$ cat src/rtl/qdr_lvds_pkg.sv
// qdr_lvds_pkg: link geometry, receiver states and word parity shared by the QDR LVDS transmitter and receiver.
package qdr_lvds_pkg;
   localparam int DATA_W = 14;
   localparam int LANES  = 4;
   localparam int BEATS  = 4;
   localparam int WORD_W = 16;

   typedef enum logic [1:0] {HUNT, SYNC, LOCKED} rx_state_t;

   // Even parity bit over W[15:1]; caller passes those bits only.
   function automatic logic word_parity(input logic [WORD_W-2:0] w);
      return ^w;
   endfunction
endpackage

$ cat src/rtl/qdr_lvds_rx_sync.sv
// qdr_lvds_rx_sync: STAGES-deep multi-bit synchroniser, async active-low reset to 0.
module qdr_lvds_rx_sync #(
   parameter int STAGES = 2,
   parameter int W      = 6
) (
   input  logic         clk,
   input  logic         rst_n,
   input  logic [W-1:0] d_i,
   output logic [W-1:0] q_o
);
   logic [STAGES-1:0][W-1:0] sync_q;

   always_ff @(posedge clk or negedge rst_n) begin
      if (!rst_n) sync_q <= '0;
      else        sync_q <= {sync_q[STAGES-2:0], d_i};
   end

   assign q_o = sync_q[STAGES-1];
endmodule

$ cat src/rtl/qdr_lvds_rx.sv
// qdr_lvds_rx: 4-lane QDR LVDS deframer (HUNT/SYNC/LOCKED) emitting one strobed sample per frame.
// Define QDR_LVDS_RX_PARITY_CHECK_EN to drop bad-parity frames and flag them on parity_err.
module qdr_lvds_rx
   import qdr_lvds_pkg::*;
#(
   parameter int SYNC_STAGES = 2,
   parameter int LOCK_FRAMES = 2,
   parameter int TIMEOUT_CYC = 64
) (
   input  logic              clk,
   input  logic              reset,
   input  logic [LANES-1:0]  DA,
   input  logic              DACLK,
   input  logic              DAFRAME,
   output logic [DATA_W-1:0] data_out,
   output logic              ovr_out,
   output logic              data_valid,
   output logic              locked,
   output logic              frame_err,
   output logic              parity_err
);
   localparam int TW = $clog2(TIMEOUT_CYC + 1);
   localparam int BW = $clog2(BEATS);

   logic [LANES+1:0]          s_q;
   logic                      clk_prev_q, beat_q, fr_q;
   logic [LANES-1:0]          nib_q;
   rx_state_t                 state_q, state_d;
   logic [BW-1:0]             cnt_q, cnt_d;
   logic [3:0]                good_q, good_d;
   logic [WORD_W-LANES-1:0]   word_q, word_d;
   logic [TW-1:0]             to_q, to_d;
   logic [DATA_W-1:0]         data_q, data_d;
   logic                      ovr_q, ovr_d, dv_q, dv_d, ferr_q, ferr_d, perr_q, perr_d;
   logic                      par_bad;

   qdr_lvds_rx_sync #(.STAGES(SYNC_STAGES), .W(LANES + 2)) u_sync (
      .clk   (clk),
      .rst_n (reset),
      .d_i   ({DA, DACLK, DAFRAME}),
      .q_o   (s_q)
   );

`ifdef QDR_LVDS_RX_PARITY_CHECK_EN
   assign par_bad = word_parity({word_q, nib_q[LANES-1:1]}) != nib_q[0];
`else
   assign par_bad = 1'b0;
`endif

   // Beat detect is registered together with its nibble so the FSM sees a clean, aligned beat.
   always_ff @(posedge clk or negedge reset) begin
      if (!reset) begin
         clk_prev_q <= 1'b0;
         beat_q     <= 1'b0;
         nib_q      <= '0;
         fr_q       <= 1'b0;
      end else begin
         clk_prev_q <= s_q[1];
         beat_q     <= s_q[1] ^ clk_prev_q;
         nib_q      <= s_q[LANES+1:2];
         fr_q       <= s_q[0];
      end
   end

   always_comb begin
      state_d = state_q;
      cnt_d   = cnt_q;
      good_d  = good_q;
      word_d  = word_q;
      to_d    = beat_q ? '0 : (to_q == TW'(TIMEOUT_CYC) ? to_q : to_q + 1'b1);
      data_d  = data_q;
      ovr_d   = ovr_q;
      dv_d    = 1'b0;
      ferr_d  = 1'b0;
      perr_d  = 1'b0;
      if (beat_q) begin
         if (state_q == HUNT) begin
            if (fr_q) begin
               word_d  = {word_q[WORD_W-2*LANES-1:0], nib_q};
               cnt_d   = BW'(1);
               good_d  = '0;
               state_d = SYNC;
            end
         end else if (cnt_q == '0) begin
            if (fr_q) begin
               word_d = {word_q[WORD_W-2*LANES-1:0], nib_q};
               cnt_d  = BW'(1);
               if (state_q == SYNC) begin
                  good_d = good_q + 4'd1;
                  if ({1'b0, good_q} + 5'd1 >= 5'(LOCK_FRAMES)) state_d = LOCKED;
               end
            end else begin
               ferr_d  = 1'b1;
               state_d = HUNT;
            end
         end else if (fr_q) begin
            // Early frame marker restarts the frame on this beat.
            ferr_d  = 1'b1;
            word_d  = {word_q[WORD_W-2*LANES-1:0], nib_q};
            cnt_d   = BW'(1);
            good_d  = '0;
            state_d = SYNC;
         end else begin
            cnt_d = cnt_q + 1'b1;
            if (cnt_q != BW'(BEATS - 1)) word_d = {word_q[WORD_W-2*LANES-1:0], nib_q};
            else if (state_q == LOCKED) begin
               perr_d = par_bad;
               dv_d   = !par_bad;
               data_d = par_bad ? data_q : {word_q, nib_q[LANES-1:2]};
               ovr_d  = par_bad ? ovr_q : nib_q[1];
            end
         end
      end else if (state_q != HUNT && to_q >= TW'(TIMEOUT_CYC - 1)) begin
         state_d = HUNT;
         cnt_d   = '0;
      end
   end

   always_ff @(posedge clk or negedge reset) begin
      if (!reset) begin
         state_q <= HUNT;
         cnt_q   <= '0;
         good_q  <= '0;
         word_q  <= '0;
         to_q    <= '0;
         data_q  <= '0;
         ovr_q   <= 1'b0;
         dv_q    <= 1'b0;
         ferr_q  <= 1'b0;
         perr_q  <= 1'b0;
      end else begin
         state_q <= state_d;
         cnt_q   <= cnt_d;
         good_q  <= good_d;
         word_q  <= word_d;
         to_q    <= to_d;
         data_q  <= data_d;
         ovr_q   <= ovr_d;
         dv_q    <= dv_d;
         ferr_q  <= ferr_d;
         perr_q  <= perr_d;
      end
   end

   assign data_out   = data_q;
   assign ovr_out    = ovr_q;
   assign data_valid = dv_q;
   assign locked     = state_q == LOCKED;
   assign frame_err  = ferr_q;
   assign parity_err = perr_q;
endmodule

$ cat config.mk
export PLATFORM = sky130hd
export DESIGN_NAME = qdr_lvds_rx
export DESIGN_NICKNAME = d
export VERILOG_FILES = /design/src/rtl/qdr_lvds_pkg.sv /design/src/rtl/qdr_lvds_rx_sync.sv /design/src/rtl/qdr_lvds_rx.sv
export SDC_FILE = /design/constraint.sdc
export NUM_CORES = 1
export LEC_CHECK = 0
export CAP_MARGIN = 25
export CELL_PAD_IN_SITES_DETAIL_PLACEMENT = 1
export CELL_PAD_IN_SITES_GLOBAL_PLACEMENT = 1
export CORE_UTILIZATION = 40
export DETAILED_ROUTE_END_ITERATION = 10
export HOLD_SLACK_MARGIN = 0.08
export MAX_ROUTING_LAYER = met4
export PLACE_DENSITY_LB_ADDON = 0.1
export SLEW_MARGIN = 25
export SYNTH_ARGS = -nofsm -noshare
export SYNTH_HDL_FRONTEND = slang
export SYNTH_SLANG_ARGS = --single-unit
$ cat constraint.sdc
create_clock -name clk -period 2.3 [get_ports clk]
set_clock_uncertainty 0.1 [all_clocks]
set_input_delay 0.69 -clock clk [delete_from_list [all_inputs] [get_ports clk]]
set_output_delay 0.69 -clock clk [all_outputs]
set_load 0.02 [all_outputs]
# Yosys cells after proc, flatten, opt, wreduce, memory -nomap -nowiden

Index checks and enable logic that the tools add are counted.

Output and inout port bits: 19
Register bits after elaboration: 63

$add $sub $neg: 4
Reductions and logical operators: 10
Equality and inequality tests: 9
Bitwise operators: 5
Magnitude comparators: 2
Multiplexer cells: 36

Operator list:

| cell                                                                                 | count |
|---|---|
| 12-bit two-way mux                                                                   | 5 |
| 2-bit two-way mux                                                                    | 13 |
| 4-bit two-way mux                                                                    | 5 |
| 7-bit two-way mux                                                                    | 2 |
| 1-bit two-way mux                                                                    | 11 |
| 5-bit by 4-bit inequality test with 1-bit output (second input constant)             | 2 |
| 7-bit by 1-bit adder with 7-bit output (second input constant)                       | 1 |
| 7-bit == test (second input constant)                                                | 1 |
| 7-bit by 6-bit greater-or-equal comparator with 1-bit output (second input constant) | 1 |
| 3-bit AND reduction                                                                  | 2 |
| 6-bit AND reduction                                                                  | 1 |
| 4-bit by 1-bit adder with 5-bit output (second input constant)                       | 1 |
| 5-bit by 2-bit greater-or-equal comparator with 1-bit output (second input constant) | 1 |
| 4-bit by 1-bit adder with 4-bit output (second input constant)                       | 1 |
| 2-bit zero test                                                                      | 2 |
| 2-bit inequality test (second input constant)                                        | 2 |
| 1-bit NOT                                                                            | 4 |
| 2-bit nonzero test                                                                   | 2 |
| 4-bit nonzero test                                                                   | 1 |
| 3-bit by 2-bit inequality test with 1-bit output (second input constant)             | 1 |
| 3-bit inequality test (second input constant)                                        | 1 |
| 2-bit by 1-bit adder with 2-bit output (second input constant)                       | 1 |
| 2-bit by 1-bit == test with 1-bit output (second input constant)                     | 1 |
| 2-bit == test (second input constant)                                                | 1 |
| other kinds (3)                                                                      | 3 |

# Depth between registers and ports, before layout

Depth after elaboration: 8
Gate-level depth with buffers: 7
Mapped depth without buffers: 6

# Cells and area by module

From an unflattened synthesis, not the netlist that was laid out.

Cell total of the unflattened synthesis: 198
Area, all modules: 2,595.0 µm²

Modules (own cells, without submodules):

| module           | cells each | sequential area each (µm²) | times used | area each (µm²) |
|---|---|---|---|---|
| qdr_lvds_rx      | 180        | 1,276.2                    | 1          | 2,249.7 |
| qdr_lvds_rx_sync | 18         | 300.3                      | 1          | 345.3 |

# Worst setup path after synthesis

No wires, ideal clock.

Path type: flip-flop to flip-flop
Start: register cnt_q[0]
End: register word_q[0]
Path buffers: 1
Period minus slack after synthesis: 1.777 ns
Arrival: 1.552 ns
Setup slack: 0.523 ns
Library setup time: 0.125 ns
Stages on the path, launching flop included: 7
Cells stage by stage: dfrtp_1 inv_1 ha_1 o21bai_2 o31ai_4 buf_6 mux2_2

Longest elaborated chain between the ends: 3

RTL lines:

| what                                                                       | RTL line                              | text |
|---|---|---|
| from (decl)                                                                | qdr_lvds_rx.sv:29                     | `logic [BW-1:0] cnt_q, cnt_d;` |
| from (signal assigned)                                                     | qdr_lvds_rx.sv:133                    | `cnt_q <= cnt_d;` |
| 2-bit inequality test / 2-bit zero test (equally long branches)            | qdr_lvds_rx.sv:105, qdr_lvds_rx.sv:84 |  |
| 4-bit nonzero test (no line) / 12-bit two-way mux (equally long branches)  | --                                    |  |
| 2-bit AND reduction (no line) / 12-bit two-way mux (equally long branches) | --                                    |  |
| to (signal assigned)                                                       | qdr_lvds_rx.sv:135                    | `word_q <= word_d;` |
| to (decl)                                                                  | qdr_lvds_rx.sv:31                     | `logic [WORD_W-LANES-1:0] word_q, word_d;` |

Parallel ways exist; a longest one is shown, timed or not.
A chain may end at the register's enable or synchronous reset.

# Worst setup path in the final report

Start: register state_q[0]
End: output locked

Longest elaborated chain between the ends: 1

RTL lines:

| what                   | RTL line           | text |
|---|---|---|
| from (decl)            | qdr_lvds_rx.sv:28  | `rx_state_t state_q, state_d;` |
| from (signal assigned) | qdr_lvds_rx.sv:132 | `state_q <= state_d;` |
| 2-bit == test          | qdr_lvds_rx.sv:148 | `assign locked = state_q == LOCKED;` |
| to (decl)              | qdr_lvds_rx.sv:18  | `output logic locked,` |

Every way passes these cells.

==> metrics.md <==
| Metric | Value |
|---|---|
| Required time of the critical path | 1.51 ns |
| Root buffer cell | clkbuf_8 |
| First-pass GRT wire length | 7820 microns |
| Initial core utilization | 42.5% |
| Gpl congestion | 0.815 |
| Vias/cell | 5.07 |
| Critical Path Sink | locked |
| R2r startpoint | cnt_q[0] |
| CP max FO | 7 |
| WL/cell | 15.2 microns |
| Internal power | 2.12 mW |
| GRT Util Overall | 16.6% |
| Sink Count | 63 |
| Clk slew on worst S/H paths | 0.08 ns |
| Core ar. | 6100 sq um |
| Clock power frac | 32.6% |
| Worst skew pair latency | 0.33 ns |
| FF+latch count, synth | 63 |
| Min cycle time layout | 2.12 ns |
| # setup viols final | 0 |
| CTS max path bufs | 2 |
| Post-route clock period utilization | 92.3% |
| Io pins | 27 |
| DRC viols | 0 |
| Full die area | 6800 sq um |
| Number of stages on the worst setup path | 2 |
| Total CTS buffers | 9 |
| Count of different cell masters after synthesis | 41 |
| Critical path's slowest cell | dfrtp_1 |
| Crit end category | output pin |
| Initial DRC Count | 35 |
| Area grow syn2layout | 20.7% |
| Largest net degree at the start of global routing | 41 |
| Final ANT Viol Nets | 0 |
| Ant. Diodes | 0 |
| Lkg Pwr | 1.47 nW |
| Initial antenna violation count | 0 |
| Reg2Reg Depth | 6 |
| Switch Pwr | 890 uW |
| Share of synthesized registers carrying an async set or reset | 100% |
| Cell Pwr Density | 961 nW/um^2 |
| Status | finished clean |
| H-Tree Depth | 3 |
| Filler cell count | 640 |
| Worst Hold Margin | 0.249 ns |
| Hold Crit Class | in2async |
| Die width | 82.5 microns |
| Sequential area share after synthesis | 60.9% |
| Ys flop type | dfrtp_1 |
| Commonest non-fill, non-tap cells in the layout | dfrtp_1, clkdlybuf4s50_1, mux2_2 |
| Final Slew Violations | 0 |
| Detailed Route WL | 4640 microns |
| CP Class | reg2out |
| Row count | 28 |
| Final Net Count | 239 |
| Post-CTS Setup Bufs | 0 |
| Vias in the first global route | 1629 |
| Leading cell type in the layout, fill and taps excluded | dfrtp_1 |
| Worst vdd ir | 436 uV |
| Die height | 82.5 microns |
| Gate power share | 19.5% |
| CP peak stage delay | 0.47 ns |
| Synth Cell Area | 2590 sq um |
| 1st-pass router iterations | 3 |
| Post-Synthesis Net Count | 205 |
| Share of cells above drive strength 1 | 23.5% |
| R2r endpoint | word_q[1] |
| Mean Syn Cell Area | 13.6 sq um |
| Peak Freq | 471 MHz |
| Final hold vios | 0 |
| RSZ-0062 raised after global routing | false |
| Post-synth EDFFs | 0 |
| CP delay by family, top | flip-flops |
| Worst setup path startpoint | state_q[0] |
| Grt total ovfl | 0 |
| Post-DP HPWL | 3130 microns |
| Worst path buffer plus inverter count | 1 |
| Startpoint Class | flop |
| CTS tree | built |
| Max-Cap Viols | 0 |
| Arrival @ worst endpoint | 1.33 ns |
| Yosys synthesis warning count | 0 |
| Cells after synthesis | 191 |
| FF-to-FF setup slack | 0.40 ns |
| Setup tns final | 0 ns |
| DR vias | 1547 |
| Buffers added on ports | 25 |
| Sw Ratio | 29.6% |
| Sequential power share | 47.9% |
| Crit-path cells | nor2b_4 > dlygate4sd2_1 |
==> worst min path at each step <==
stage	slack, ns	end	from
2_1_floorplan	0.23	fr_q	u_sync.q_o[0]
3_3_place_gp	0.23	u_sync.q_o[2]	u_sync.sync_q[2]
3_5_place_dp	0.24	u_sync.q_o[2]	u_sync.sync_q[2]
4_1_cts	0.25	good_q[2]	reset
5_1_grt	0.26	good_q[2]	reset
6_report	0.25	good_q[2]	reset
==> worst register-to-register path: stages, from the launching register on <==
cell and delay [ns]:
dfrtp_1 0.40, inv_1 0.07, ha_1 0.21, o21bai_2 0.24
o31ai_4 0.17, buf_4 0.24, mux2_2 0.36
==> logic make-up after synthesis <==
kind of cell	count (synthesis)	share of synthesized area [%]
muxes	29	13.7
adders and majority gates	6	2.90
and+or+nand+nor	40	8.79
xor gates and xnor gates	8	2.71
other	1	0.145
buffers and inverters	16	3.24
AOI/OAI and AO/OA	28	7.68
DFF	63	60.9
==> final cells by class <==
| type | count | area [sq um] | area share [%] |
|---|---|---|---|
| clock buffer | 10 | 138 | 4.40 |
| clock inverter | 6 | 68.8 | 2.20 |
| inverter | 8 | 30.0 | 0.961 |
| multi-input combinational | 112 | 930 | 29.7 |
| sequential | 63 | 1580 | 50.4 |
| tap | 75 | 93.8 | 3.00 |
| timing repair buffer | 31 | 289 | 9.25 |
==> power groups by stage <==
stage | Sequential, mW | Combinational, mW | Clock, mW
after floorplan | 1.42 | 0.434 | 0
final | 1.44 | 0.586 | 0.979
after detailed placement | 1.46 | 0.586 | 0
after global placement | 1.44 | 0.551 | 0
after global routing | 1.47 | 0.648 | 1.06
after CTS | 1.44 | 0.599 | 1.01
==> repair_timing <==
item | in CTS | in global routing
hold buffers | 0 | 0
resized for setup | 1 | 0
endpoints found under the setup margin | 1 | 0
==> routing by layer <==
layer  vias up  part of all wire, %  global-route usage (%)  wire (microns)
met5         -                    0                       -               0
met4         0                  1.7                    10.2              78
met3         8                  2.6                    3.85             120
met2        25                   48                    24.1            2220
met1       793                   48                    20.9            2220
li1        721                    -                       -               -
==> through the flow <==
step           power [mW]  cell area, sq um  setup slack, ns  utilization (%)  std cells
4_1_cts              3.06              3130            0.148             51.3        305
3_3_place_gp         1.99              2920            0.263             47.9        289
2_1_floorplan        1.85              2590            0.523                -        191
5_1_grt              3.18              3130           0.0954             51.3        305
3_5_place_dp         2.05              2920            0.249             47.9        289
6_report             3.00              3130            0.177             51.3        305
==> registers in the layout, summed over array words and instances (netlist names) <==
register	count
frame_err	1
fr_q	1
cnt_q	2
ovr_out	1
u_sync.q_o	6
state_q	2
u_sync.sync_q	6
data_valid	1
data_out	14
nib_q	4
good_q	4
clk_prev_q	1
to_q	7
beat_q	1
word_q	12
==> Yosys cell counts, types with 4 or more instances <==
library cell / n / area [sq um]
inv_1: 8 / 30.0
nand2_1: 7 / 26.3
mux2_4: 8 / 120
nor3_1: 4 / 20.0
dfrtp_1: 63 / 1580
xor2_1: 6 / 52.6
mux2_2: 17 / 191
ha_1: 6 / 75.1
a21oi_1: 6 / 30.0
nor2_1: 11 / 41.3
nand3_1: 4 / 20.0
o21ai_0: 9 / 45.0
Note: power is estimated with default switching activity, not from simulation.
